--- src/rtl/crc_sched_pkg.sv ---
// Shared types and constants for the CRC byte scheduler and its serial CRC engine.
// Holds the FSM states, counter and index widths, and the engine seed/taps used by the reference model.
package crc_sched_pkg;

   localparam int DATA_W  = 8;
   localparam int CRC_W   = 8;
   localparam int OUT_LAT = 1;
   localparam int CNT_W   = 4;
   localparam int DIDX_W  = $clog2(DATA_W);
   localparam int CIDX_W  = $clog2(CRC_W);

   localparam logic [7:0] SEED = 8'hD8;
   localparam logic [7:0] TAPS = 8'h44;

   typedef enum logic [2:0] {
      IDLE,
      CLR,
      SHIFT,
      WAIT,
      CAPTURE,
      DONE
   } state_t;

endpackage

--- src/rtl/crc_rr_arb2.sv ---
// Two-way round-robin arbiter: grants are combinational while en is high, zero latency.
// On a tie, the requester that did not win last time is granted; a losing requester simply keeps waiting.
module crc_rr_arb2
   import crc_sched_pkg::*;
(
   input  logic       CLK,
   input  logic       RST,
   input  logic       REQ0,
   input  logic       REQ1,
   input  logic       en,
   output logic [1:0] gnt
);

   logic rr_last;

   always_comb begin
      gnt = 2'b00;
      if (en) begin
         if (REQ0 && REQ1) gnt = rr_last ? 2'b01 : 2'b10;
         else              gnt = {REQ1, REQ0};
      end
   end

   // rr_last starts at 1 so requester 0 wins the first tie after reset
   always_ff @(posedge CLK) begin
      if (RST)         rr_last <= 1'b1;
      else if (gnt[1]) rr_last <= 1'b1;
      else if (gnt[0]) rr_last <= 1'b0;
   end

endmodule

--- src/rtl/crc_byte_scheduler.sv ---
// Shares one serial CRC engine between two byte requesters: 20 cycles from accept to DONE.
// Requests are only accepted in IDLE; anything raised while busy waits for the next IDLE.
module crc_byte_scheduler
   import crc_sched_pkg::*;
(
   input  logic              CLK,
   input  logic              RST,
   input  logic              REQ0,
   input  logic [DATA_W-1:0] DATA0,
   input  logic              REQ1,
   input  logic [DATA_W-1:0] DATA1,
   output logic              ACK0,
   output logic              ACK1,
   output logic              DONE,
   output logic              DONE_ID,
   output logic [CRC_W-1:0]  CRC_OUT,
   output logic              ERR,
   output logic              BUSY,
   output logic              ENG_RST_N,
   output logic              ENG_ACTIVE,
   output logic              ENG_DATA,
   input  logic              ENG_CRC,
   input  logic              ENG_VALID
);

   state_t             state, next_state;
   logic [CNT_W-1:0]   cnt, next_cnt;
   logic [1:0]         gnt;
   logic [DATA_W-1:0]  byte_q;
   logic               id_q;
   logic [CRC_W-1:0]   crc_q;
   logic               err_q;
   logic               eng_rst_n_q, eng_active_q, eng_data_q;

   crc_rr_arb2 u_arb (
      .CLK  (CLK),
      .RST  (RST),
      .REQ0 (REQ0),
      .REQ1 (REQ1),
      .en   (state == IDLE),
      .gnt  (gnt)
   );

   always_ff @(posedge CLK) begin
      if (RST) begin
         state <= IDLE;
         cnt   <= '0;
      end else begin
         state <= next_state;
         cnt   <= next_cnt;
      end
   end

   always_comb begin
      next_state = state;
      case (state)
         IDLE:                if (|gnt) next_state = CLR;
         CLR:                 next_state = SHIFT;
         SHIFT:               if (cnt == CNT_W'(DATA_W - 1))  next_state = WAIT;
         WAIT:                if (cnt == CNT_W'(OUT_LAT - 1)) next_state = CAPTURE;
         CAPTURE:             if (cnt == CNT_W'(CRC_W - 1))   next_state = crc_sched_pkg::DONE;
         crc_sched_pkg::DONE: next_state = IDLE;
         default:             next_state = IDLE;
      endcase
   end

   // Counter restarts at zero on every state entry
   assign next_cnt = (next_state != state) ? '0 : cnt + CNT_W'(1);

   always_comb begin
      ACK0 = gnt[0];
      ACK1 = gnt[1];
      DONE = (state == crc_sched_pkg::DONE);
      BUSY = (state != IDLE);
   end

   // Engine controls are driven from next_state so they line up with the state they belong to
   always_ff @(posedge CLK) begin
      if (RST) begin
         byte_q       <= '0;
         id_q         <= 1'b0;
         crc_q        <= '0;
         err_q        <= 1'b0;
         eng_rst_n_q  <= 1'b0;
         eng_active_q <= 1'b0;
         eng_data_q   <= 1'b0;
      end else begin
         if (state == IDLE && |gnt) begin
            byte_q <= gnt[1] ? DATA1 : DATA0;
            id_q   <= gnt[1];
         end
         if (state == CAPTURE) crc_q[cnt[CIDX_W-1:0]] <= ENG_CRC;
         if (state == CAPTURE && cnt == '0 && !ENG_VALID) err_q <= 1'b1;
         eng_rst_n_q  <= (next_state != CLR);
         eng_active_q <= (next_state == SHIFT);
         eng_data_q   <= (next_state == SHIFT) && byte_q[next_cnt[DIDX_W-1:0]];
      end
   end

   assign DONE_ID    = id_q;
   assign CRC_OUT    = crc_q;
   assign ERR        = err_q;
   assign ENG_RST_N  = eng_rst_n_q;
   assign ENG_ACTIVE = eng_active_q;
   assign ENG_DATA   = eng_data_q;

endmodule

--- config.mk ---
export PLATFORM = sky130hd
export DESIGN_NAME = crc_byte_scheduler
export DESIGN_NICKNAME = d
export VERILOG_FILES = /design/src/rtl/crc_sched_pkg.sv /design/src/rtl/crc_rr_arb2.sv /design/src/rtl/crc_byte_scheduler.sv
export SDC_FILE = /design/constraint.sdc
export NUM_CORES = 1
export LEC_CHECK = 0
export ABC_AREA = 1
export ABC_CLOCK_PERIOD_IN_PS = 3300
export BUFFER_PORTS_ARGS = -buffer_cell sky130_fd_sc_hd__buf_2
export CAP_MARGIN = 20
export CORE_ASPECT_RATIO = 1.5
export CORE_UTILIZATION = 35
export CTS_BUF_LIST = sky130_fd_sc_hd__clkbuf_4 sky130_fd_sc_hd__clkbuf_8 sky130_fd_sc_hd__clkbuf_16
export DETAILED_ROUTE_END_ITERATION = 7
export MAX_ROUTING_LAYER = met4
export PLACE_DENSITY = 0.68
export SLEW_MARGIN = 5
export SYNTH_ARGS = -nofsm -noshare
export SYNTH_HDL_FRONTEND = slang
export SYNTH_SLANG_ARGS = --single-unit
--- constraint.sdc ---
create_clock -name CLK -period 3.3 [get_ports CLK]
set_clock_uncertainty 0.2 [all_clocks]
set_input_delay 0.33 -clock CLK [delete_from_list [all_inputs] [get_ports CLK]]
set_output_delay 0.33 -clock CLK [all_outputs]
set_load 0.02 [all_outputs]
==> metrics.cfg, run 1 <==
[cts]
cts_buffer_depth = 2
post_cts_buffers = 0
cts_max_level = 2
cts.sinks = 29
clock_latency_ps = 290
clkTransAtPathRegs_ps = 60
tritoncts = built
clock-root-buffer = clkbuf_8
cts-hold-fix-buffers = 0
post_cts_resized = 0
cts_buffers = 5

[pwr]
p_leak_nw = 0.830
clkPwrFrac = 0.306
power.net_switching_mw = 0.337
power_frac_comb = 0.269
internal_power_mw = 0.620
power_density_mw_per_mm2 = 551
p_sw_frac = 0.352
peakVddDrop_mv = 0.308
share_seq_of_total_power = 0.426

[grt]
use_met1 = 0.183
first_global_vias = 1291
grtUsageTotal = 0.175
grt_pass1_wl_mm = 5.38
gr-usage-met2 = 0.298
use_met3 = 0.0398
overflow = 0
gr-max-usage-layer = met2
antenna_found_initial = 0
grt_max_degree = 19

[worst_setup_path]
critPathLaunchType = flop
cpMaxStageDelayCell = dfxtp_1
cpMostUsedCell = nand2_1
required_ps = 2770
max_stage_delay_ps = 380
worstReg2RegStart = cnt[0]
critPathMaxFanout = 11
worstPathCellList = inv_2 > nand2_1 > nor2_2 > nand2_1 > clkinv_1 > buf_2
crit_cells = 6
worstReg2RegEnd = ENG_DATA
path_delay_family = buffers and inverters
path_class = reg2out
ff2ff_path_depth = 10
r2r_setup_slack_ps = 1160
end_kind = output port
crit_arrival_ps = 1700
crit_buf_inv = 3

[finish]
drive_gt1_frac = 0.287
synthToLayoutAreaGrowth_pct = 21.0
final_util = 0.443
diodes = 0
nNetsFinal = 260

[logic_synthesis]
muxShareOfSynthArea = 0
syn_inst = 197
yosysMostFrequentCell = nand2_1
ys_seq_area_frac = 0.404
synth-edff-count = 0
synth_common_cells = nand2_1 (38), dfxtp_1 (29), nor2_1 (20)
synth.largest_area_cell = dfxtp_1
synth_top_family_by_area = simple AND/OR/NAND/NOR gates
synth_fp_nets = 221
synth_xor_area_frac = 0.00610
synth-compound-area-share = 0.175
yosys.area_share.simple = 0.302
synth_area_sq_mm = 0.00144
synth_fa_ha_area_frac = 0.0174
synthArstFlopShare = 0
synth_seq_cells = 29
synth_top_area_share = 0.404
yosysUniqueCellTypes = 28
synth_area_leaders = dfxtp_1 (40%), nand2_1 (9.9%), o21ai_0 (5.6%)
synthFlopType = dfxtp_1
avgSynthCellArea_sq_um = 7.29
ys.warnings.count = 0

[floorplanning]
rows = 28
die_width_um = 54.3
io_pins = 39
core_area_sq_mm = 0.00392
die_y_um = 80.5
start_util = 0.366
die-area_sq_mm = 0.00437

[routing]
drt_iter0_markers = 30
post_drt_via_cell_ratio = 4.77
avgRoutedWirePerCell_um = 10.8
vias = 1346
postRouteAntennaNets = 0
wl_mm = 3.04
drc = 0
drt_first_pass_iters = 4

[placed_design]
gp_congestion = 0.834
place_hpwl_mm = 2.34
portBuffers = 38

[sta]
period_share = 0.676
setup_tns_ps = 0
fmaxAchievable_mhz = 448
setup_viol = 0
finalHoldViolCount = 0
slew-limit-headroom = 0.748
rsz0062_at_grt = no
finalMaxSlewViolations = 0
period_minus_slack_ps = 2230
worstMarginPinSlew_ps = 378

[status]
run_status = finished, final reports clean

[flow_run]
maxCapViolCount = 0

[min_path]
hold_path.class = in2reg
hold-path-endpoint = byte_q[5]
worstHoldStart = DATA0[5]
hold_depth = 3

worst register-to-register path, cell delays in order (launching register included):
cell	delay [ps]
dfxtp_1	350
clkinv_1	240
ha_1	300
nand2_2	80
inv_1	90
a31oi_4	260
nand3_2	150
inv_2	90
nand3_1	80
a21oi_1	130
nor2_1	60
sequential cells by signal, indices dropped and copies added, names as in the netlist:
signal / flops
ENG_DATA: 1
byte_q: 8
state: 3
u_arb.rr_last: 1
CRC_OUT: 8
cnt: 4
ERR: 1
ENG_ACTIVE: 1
ENG_RST_N: 1
DONE_ID: 1
cells in the final DEF (no fill, tap or decap), drive strengths merged:
master    count
nor3          1
clkinvlp      1
inv          26
a21oi        15
nand2        44
ha            2
o221ai        1
o21ai        17
nand3        14
o211ai        1
clkinv        4
xnor2         1
nor2         24
nand4         5
buf          38
dfxtp        29
a31oi         9
clkbuf        5
layer usage:
| metal | part of all wire | wire [um] | vias to the layer above |
|---|---|---|---|
| li1 | - | - | 722 |
| met1 | 0.40 | 1210 | 574 |
| met2 | 0.52 | 1580 | 42 |
| met3 | 0.056 | 171 | 8 |
| met4 | 0.023 | 70 | 0 |
| met5 | 0 | 0 | - |
power by group through the flow:
| stage | clock [mW] | combinational [mW] | sequential [mW] |
|---|---|---|---|
| global route | 0.311 | 0.294 | 0.412 |
| finish | 0.293 | 0.257 | 0.407 |
| detailed placement | 0 | 0.259 | 0.415 |
| CTS | 0.299 | 0.260 | 0.408 |
| global placement | 0 | 0.254 | 0.414 |
| floorplan | 0 | 0.197 | 0.417 |
through the flow:
step                setup WS, ps  power [mW]  cell area, sq um  cells  hold slack (ps)
floorplan                   1370       0.614              1440    197              289
global placement            1250       0.668              1650    274              250
detailed placement          1170       0.674              1650    274              255
CTS                         1040       0.966              1740    282             95.4
global route                 861        1.02              1740    282              107
finish                      1070       0.957              1740    282             98.7
layout make-up:
| type | instances | area, sq um |
|---|---|---|
| clock buffers | 5 | 68.8 |
| clock inverters | 3 | 17.5 |
| fillers | 434 | 2190 |
| inverters | 28 | 105 |
| multi-input cells | 134 | 719 |
| flip-flops and latches | 29 | 581 |
| well taps | 45 | 56.3 |
| repair buffers | 38 | 190 |
cells by family after synthesis:
group	after synthesis
AND/OR/NAND/NOR	88
AO/OA/AOI/OAI	43
buffers and inverters	34
flip-flops	29
adder cells (fa/ha/maj)	2
XOR/XNOR	1
how the worst max path moves through the flow:
stage	startpoint	to	slack, ps
final	state[0]	ACK1	1070
after global routing	state[0]	ACK1	860
after CTS	state[0]	ACK1	1040
after detailed placement	cnt[0]	ENG_DATA	1170
after global placement	cnt[0]	ENG_DATA	1250
after floorplan	cnt[0]	ENG_DATA	1370
(Power assumes the default switching activity.)
==> run 2: changes to the inputs <==
Settings changed: ABC_AREA 1 to 0, ABC_CLOCK_PERIOD_IN_PS 3300 to 1900, PLACE_DENSITY 0.68 to 0.7.
Clock period 3.3 ns to 1.9 ns, I/O delays scaled along.
==> run 2 against run 1 <==
Die area is 0.17% lower. Global-route usage is 2.1 points lower. Count of clock-buffer cells in the layout stayed put. Critical endpoint unchanged.
==> metrics.cfg, run 2 <==
[pwr]
peakVddDrop_mv = 0.655  ; +110%
p_sw_frac = 0.259  ; -0.0930
internal_power_mw = 1.36  ; +120%
clkPwrFrac = 0.416  ; +0.110
p_leak_nw = 0.919  ; +11%
power.net_switching_mw = 0.477  ; +42%
power_density_mw_per_mm2 = 964  ; +75%
power.total_mw = 1.84  ; +92%
power_frac_comb = 0.205  ; -0.064
share_seq_of_total_power = 0.379  ; -0.047

[routing]
drt_first_pass_iters = 4  ; unchanged
avgRoutedWirePerCell_um = 11.2  ; +3.7%
post_drt_via_cell_ratio = 4.92  ; +3.0%
drc = 0  ; unchanged
vias = 1273  ; -5.4%
drt_iter0_markers = 27  ; -10%
postRouteAntennaNets = 0  ; unchanged
wl_mm = 2.89  ; -4.7%

[floorplanning]
die_width_um = 54.3  ; about the same
die_y_um = 80.4  ; about the same
die-area_sq_mm = 0.00436  ; -0.17%
core_area_sq_mm = 0.00392  ; unchanged
start_util = 0.365  ; -0.000638
io_pins = 39  ; unchanged
rows = 28  ; unchanged

[logic_synthesis]
synth.largest_area_cell = dfxtp_1
synth_area_leaders = dfxtp_1 (40%), mux2i_1 (9.1%), nor2_1 (6.3%)
ys.warnings.count = 0  ; unchanged
synth_top_area_share = 0.405  ; +0.000705
syn_inst = 165  ; -16%
muxShareOfSynthArea = 0.0986  ; +0.0986
synth_fp_nets = 189  ; -14%
synthArstFlopShare = 0  ; unchanged
yosysMostFrequentCell = dfxtp_1
yosys.area_share.simple = 0.258  ; -0.0440
synth-compound-area-share = 0.134  ; -0.0407
synth_xor_area_frac = 0.0297  ; +0.0236
synth_common_cells = dfxtp_1 (29), nor2_1 (24), nand2_1 (17)
synth_area_sq_mm = 0.00143  ; -0.17%
synth-edff-count = 0  ; unchanged
synthFlopType = dfxtp_1
synth_seq_cells = 29  ; unchanged
synth_top_family_by_area = simple AND/OR/NAND/NOR gates
yosysUniqueCellTypes = 39  ; +39%
ys_seq_area_frac = 0.405  ; +0.000705
synth_fa_ha_area_frac = 0.0175  ; +0.0000304
avgSynthCellArea_sq_um = 8.69  ; +19%

[sta]
fmaxAchievable_mhz = 538
setup_viol = 0  ; unchanged
setup_tns_ps = 0  ; unchanged
finalHoldViolCount = 0  ; unchanged
worstMarginPinSlew_ps = 360  ; -17.7 ps
slew-limit-headroom = 0.759  ; +0.0115
period_minus_slack_ps = 1860
finalMaxSlewViolations = 0  ; unchanged
rsz0062_at_grt = no
period_share = 0.978

[min_path]
hold_depth = 3  ; unchanged
hold_path.class = in2reg

[worst_setup_path]
path_delay_family = flip-flops
crit_cells = 6  ; unchanged
ff2ff_path_depth = 5  ; -5
max_stage_delay_ps = 370  ; about the same
crit_arrival_ps = 1470  ; -230 ps
critPathLaunchType = flop
path_class = reg2out
cpMaxStageDelayCell = dfxtp_4
critPathMaxFanout = 10  ; -1
worstPathCellList = nor3_4 > nand2_1 > a21o_1 > buf_12 > inv_1 > buf_4
required_ps = 1510  ; -1260 ps
end_kind = output port
crit_buf_inv = 3  ; unchanged

[cts]
tritoncts = built
cts_max_level = 2  ; unchanged
cts.sinks = 29  ; unchanged
clkTransAtPathRegs_ps = 60  ; about the same
cts_buffers = 5  ; unchanged
clock_latency_ps = 280  ; about the same
cts_buffer_depth = 2  ; unchanged
clock-root-buffer = clkbuf_8

[finish]
n_fill_cell = 399  ; -8.1%
synthToLayoutAreaGrowth_pct = 33.1
drive_gt1_frac = 0.341  ; +0.0542
diodes = 0  ; unchanged
nNetsFinal = 237  ; -8.8%
final_cell_mix = buf_2 (37), dfxtp_1 (26), nor2_1 (24)
final_common_cell = buf_2
final_util = 0.486  ; +0.0434

[status]
run_status = finished, final reports clean

[grt]
grt_pass1_wl_mm = 4.73  ; -12%
overflow = 0  ; unchanged
first_global_vias = 1116  ; -14%
grt_max_degree = 24  ; +5
antenna_found_initial = 0  ; unchanged
grtUsageTotal = 0.154  ; -0.0212

[placed_design]
portBuffers = 38  ; unchanged
gp_congestion = 0.757  ; -9.2%
place_hpwl_mm = 2.14  ; -8.4%

[flow_run]
maxCapViolCount = 0  ; unchanged

run 2: changes by cell type after synthesis, sizes merged, moves of 5 or more:
| cell | before | now |
|---|---|---|
| a31oi | 9 | 2 |
| nand2 | 44 | 17 |
| inv | 26 | 7 |
| mux2i | 0 | 13 |
| o21ai | 17 | 0 |
| a21oi | 15 | 10 |
| a211oi | 0 | 9 |
run 2: worst paths after layout:
kind | slack [ps] | endpoint | from
worst max-delay path | 40 | ACK1 | state[1]
worst min-delay path | 7 | state[1] | RST
worst min register to register | 250 | CRC_OUT[1] | CRC_OUT[1]
worst max register to register | 130 | ENG_DATA | state[1]
run 2: layer usage:
layer / track usage / vias up / wire length (um)
met2: 0.262 / 34 / 1570
li1: - / 662 / -
met4: 0.0692 / 0 / 38
met1: 0.156 / 574 / 1160
met3: 0.0455 / 3 / 125
met5: - / - / 0
run 2: cell type report:
class	instances	area (sq um)	share of cell area
clock buffer	5	68.8	0.0361
clock inverter	3	65.1	0.0341
inverter	7	26.3	0.0138
multi-input combinational	119	800	0.419
sequential	29	589	0.309
tap	45	56.3	0.0295
timing repair buffer	51	303	0.159
run 2: timing repair:
action                     CTS  global route
setup endpoints to repair    1             3
setup buffers                0             3
gates resized for setup      4             6
pin swaps                    1             1
gates cloned                 0             0
hold buffers                 0             0
run 2: power groups by stage:
| stage | registers [mW] | clock network, mW | logic, mW |
|---|---|---|---|
| after CTS | 0.701 | 0.778 | 0.357 |
| after global placement | 0.709 | 0 | 0.352 |
| after detailed placement | 0.712 | 0 | 0.353 |
| final | 0.697 | 0.765 | 0.377 |
| after floorplan | 0.711 | 0 | 0.245 |
| after global routing | 0.705 | 0.807 | 0.415 |
run 2: cells by family after synthesis:
family	Yosys count
adder cells (fa/ha/maj)	2
AND/OR/NAND/NOR	73
multiplexers	14
XOR/XNOR	4
flip-flops	29
AO/OA/AOI/OAI	26
buffers and inverters	17
run 2: worst register-to-register path, stage by stage, from the launching register on:
cell and delay, ps:
dfxtp_4 370, buf_4 150, or3_1 390, a31oi_4 230
mux2i_2 250, o22ai_2 80
run 2: per-stage QoR:
| stage | cells | setup WS (ps) | hold WS [ps] | area [sq um] |
|---|---|---|---|---|
| detailed placement | 248 | 122 | 246 | 1710 |
| global placement | 248 | 129 | 239 | 1710 |
| CTS | 256 | 17.3 | 2.84 | 1860 |
| finish | 259 | 42.1 | 7.45 | 1910 |
| global route | 259 | 7.82 | 15.3 | 1910 |
| floorplan | 165 | 166 | 62.8 | 1430 |
==> run 3: changes to the inputs <==
Settings changed: CTS_BUF_LIST sky130_fd_sc_hd__clkbuf_4 sky130_fd_sc_hd__clkbuf_8 sky130_fd_sc_hd__clkbuf_16 to sky130_fd_sc_hd__clkbuf_16.
==> run 3 against run 2 <==
Via count is 1.2% lower. Worst hold slack gained 9.6 ps. Maximum frequency increased by 1.9%. Die area is the same. Cell area up 1.7%. Setup slack improved by 34 ps. Power up 13%. Non-clock buffer count shrank 3. Cell count is 1.2% lower. Combinational power fell by 3%. Core utilization increased by 0.83 points. Largest power group unchanged. Highest routed layer unchanged.
==> metrics.cfg, run 3 (same netlist as run 2, synthesis figures left out) <==
[placed_design]
place_hpwl_mm = 2.14  ; unchanged
gp_congestion = 0.757  ; unchanged
place_area_sq_mm = 0.00171  ; unchanged
portBuffers = 38  ; unchanged
dp.cells = 248  ; unchanged

[cts]
post_cts_buffers = 0  ; unchanged
clkTransAtPathRegs_ps = 50  ; about the same
cts_buffer_depth = 2  ; unchanged
clock-root-buffer = clkbuf_16
cts_buffers = 5  ; unchanged
cts.sinks = 29  ; unchanged
cts_max_level = 2  ; unchanged
tritoncts = built
cts-hold-fix-buffers = 0  ; unchanged
clock_latency_ps = 270  ; about the same
post_cts_resized = 0  ; -4

[grt]
antenna_found_initial = 0  ; unchanged
grt_max_degree = 24  ; unchanged
grt_pass1_wl_mm = 4.78  ; +1.2%
overflow = 0  ; unchanged
grtUsageTotal = 0.157  ; +0.00333
first_global_vias = 1127  ; +0.99%

[worst_setup_path]
ff2ff_path_depth = 7  ; +2
required_ps = 1510  ; about the same
max_stage_delay_ps = 380  ; about the same
crit_buf_inv = 3  ; unchanged
end_kind = output port
worstReg2RegEnd = ENG_DATA
worstPathCellList = nor3_4 > nand2_1 > a21o_1 > buf_12 > inv_1 > buf_4
path_delay_family = flip-flops
path_class = reg2out
cpMaxStageDelayCell = dfxtp_4
crit_arrival_ps = 1430  ; -40 ps
worstReg2RegStart = cnt[1]
r2r_setup_slack_ps = 110  ; -20 ps
critPathLaunchType = flop
critPathMaxFanout = 10  ; unchanged
crit_cells = 6  ; unchanged

[min_path]
worstHoldStart = RST
hold_path.class = in2reg
hold-path-endpoint = state[1]
hold_depth = 3  ; unchanged

[status]
run_status = finished, final reports clean

[pwr]
internal_power_mw = 1.58  ; +16%
power_frac_comb = 0.175  ; -0.030
power.total_mw = 2.09  ; +13%
peakVddDrop_mv = 0.660  ; +0.83%
power_density_mw_per_mm2 = 1080  ; +12%
p_sw_frac = 0.241  ; -0.0178
p_leak_nw = 0.929  ; +1.2%
share_seq_of_total_power = 0.337  ; -0.042
power.net_switching_mw = 0.504  ; +5.7%
clkPwrFrac = 0.488  ; +0.072

[finish]
final_cell_mix = buf_2 (37), dfxtp_1 (25), nor2_1 (24)
diodes = 0  ; unchanged
nNetsFinal = 234  ; -1.3%
final_common_cell = buf_2
fin_cells = 256  ; -1.2%
drive_gt1_frac = 0.336  ; -0.00463
fin_area_sq_mm = 0.00194  ; +1.7%
synthToLayoutAreaGrowth_pct = 35.3
n_fill_cell = 398  ; -0.25%

[sta]
period_share = 0.960  ; -0.0180
period_minus_slack_ps = 1820  ; -34.2 ps
setup_tns_ps = 0  ; unchanged
slew-limit-headroom = 0.754  ; -0.00501
fmaxAchievable_mhz = 548  ; +1.9%
rsz0062_at_grt = no
setup_viol = 0  ; unchanged
finalMaxSlewViolations = 0  ; unchanged
finalHoldViolCount = 0  ; unchanged
worstMarginPinSlew_ps = 368  ; +7.50 ps

[flow_run]
maxCapViolCount = 0  ; unchanged

[floorplanning]
die_y_um = 80.4  ; unchanged
die_width_um = 54.3  ; unchanged
start_util = 0.365  ; unchanged
die-area_sq_mm = 0.00436  ; unchanged
io_pins = 39  ; unchanged
rows = 28  ; unchanged
core_area_sq_mm = 0.00392  ; unchanged

[routing]
drc = 0  ; unchanged
drt_first_pass_iters = 4  ; unchanged
wl_mm = 3.02  ; +4.3%
drt_iter0_markers = 25  ; -7.4%
vias = 1258  ; -1.2%
postRouteAntennaNets = 0  ; unchanged
post_drt_via_cell_ratio = 4.91  ; about the same
avgRoutedWirePerCell_um = 11.8  ; +5.5%

run 3: worst max path at each step:
stage	from	to	slack [ps]
5_1_grt	cnt[0]	ENG_DATA	7
3_5_place_dp	cnt[1]	ENG_DATA	120
3_3_place_gp	cnt[0]	ENG_DATA	130
6_report	state[1]	ACK1	80
4_1_cts	state[0]	ACK1	9
2_1_floorplan	cnt[0]	ENG_DATA	170
run 3: worst reg2reg max path: cells and delay by family, from the launching register on:
kind / cells / cell delay (ps)
multiplexers: 1 / 240
AND/OR/NAND/NOR: 2 / 370
AO/OA/AOI/OAI: 2 / 290
flip-flops: 1 / 330
adder cells (fa/ha/maj): 1 / 170
buffers and inverters: 1 / 90
run 3: per-stage QoR:
step,util,hold WS (ps),worst slack (ps)
floorplan,-,62.8,166
detailed placement,0.437,246,122
CTS,0.485,25.8,8.86
finish,0.495,17.0,76.3
global route,0.495,30.9,6.63
global placement,0.437,239,129
run 3: layout make-up:
| type | count | area (sq um) | share of cell area |
|---|---|---|---|
| Sequential cell | 29 | 588 | 0.303 |
| Tap cell | 45 | 56.3 | 0.0290 |
| Clock inverter | 3 | 65.1 | 0.0335 |
| Inverter | 7 | 26.3 | 0.0135 |
| Clock buffer | 5 | 125 | 0.0645 |
| Multi-Input combinational cell | 119 | 800 | 0.412 |
| Timing Repair Buffer | 48 | 280 | 0.144 |
run 3: layer usage:
metal  track usage  up-vias  wire length (um)
met5             -        -                 0
met4        0.0769        0                63
met3        0.0398        6               120
met2         0.270       33              1630
met1         0.159      562              1210
li1              -      657                 -
run 3: power groups by stage:
stage | Combinational, mW | Sequential [mW] | Clock [mW]
floorplan | 0.245 | 0.711 | 0
global placement | 0.352 | 0.709 | 0
detailed placement | 0.353 | 0.712 | 0
CTS | 0.356 | 0.699 | 1.03
global route | 0.401 | 0.711 | 1.06
finish | 0.366 | 0.703 | 1.02
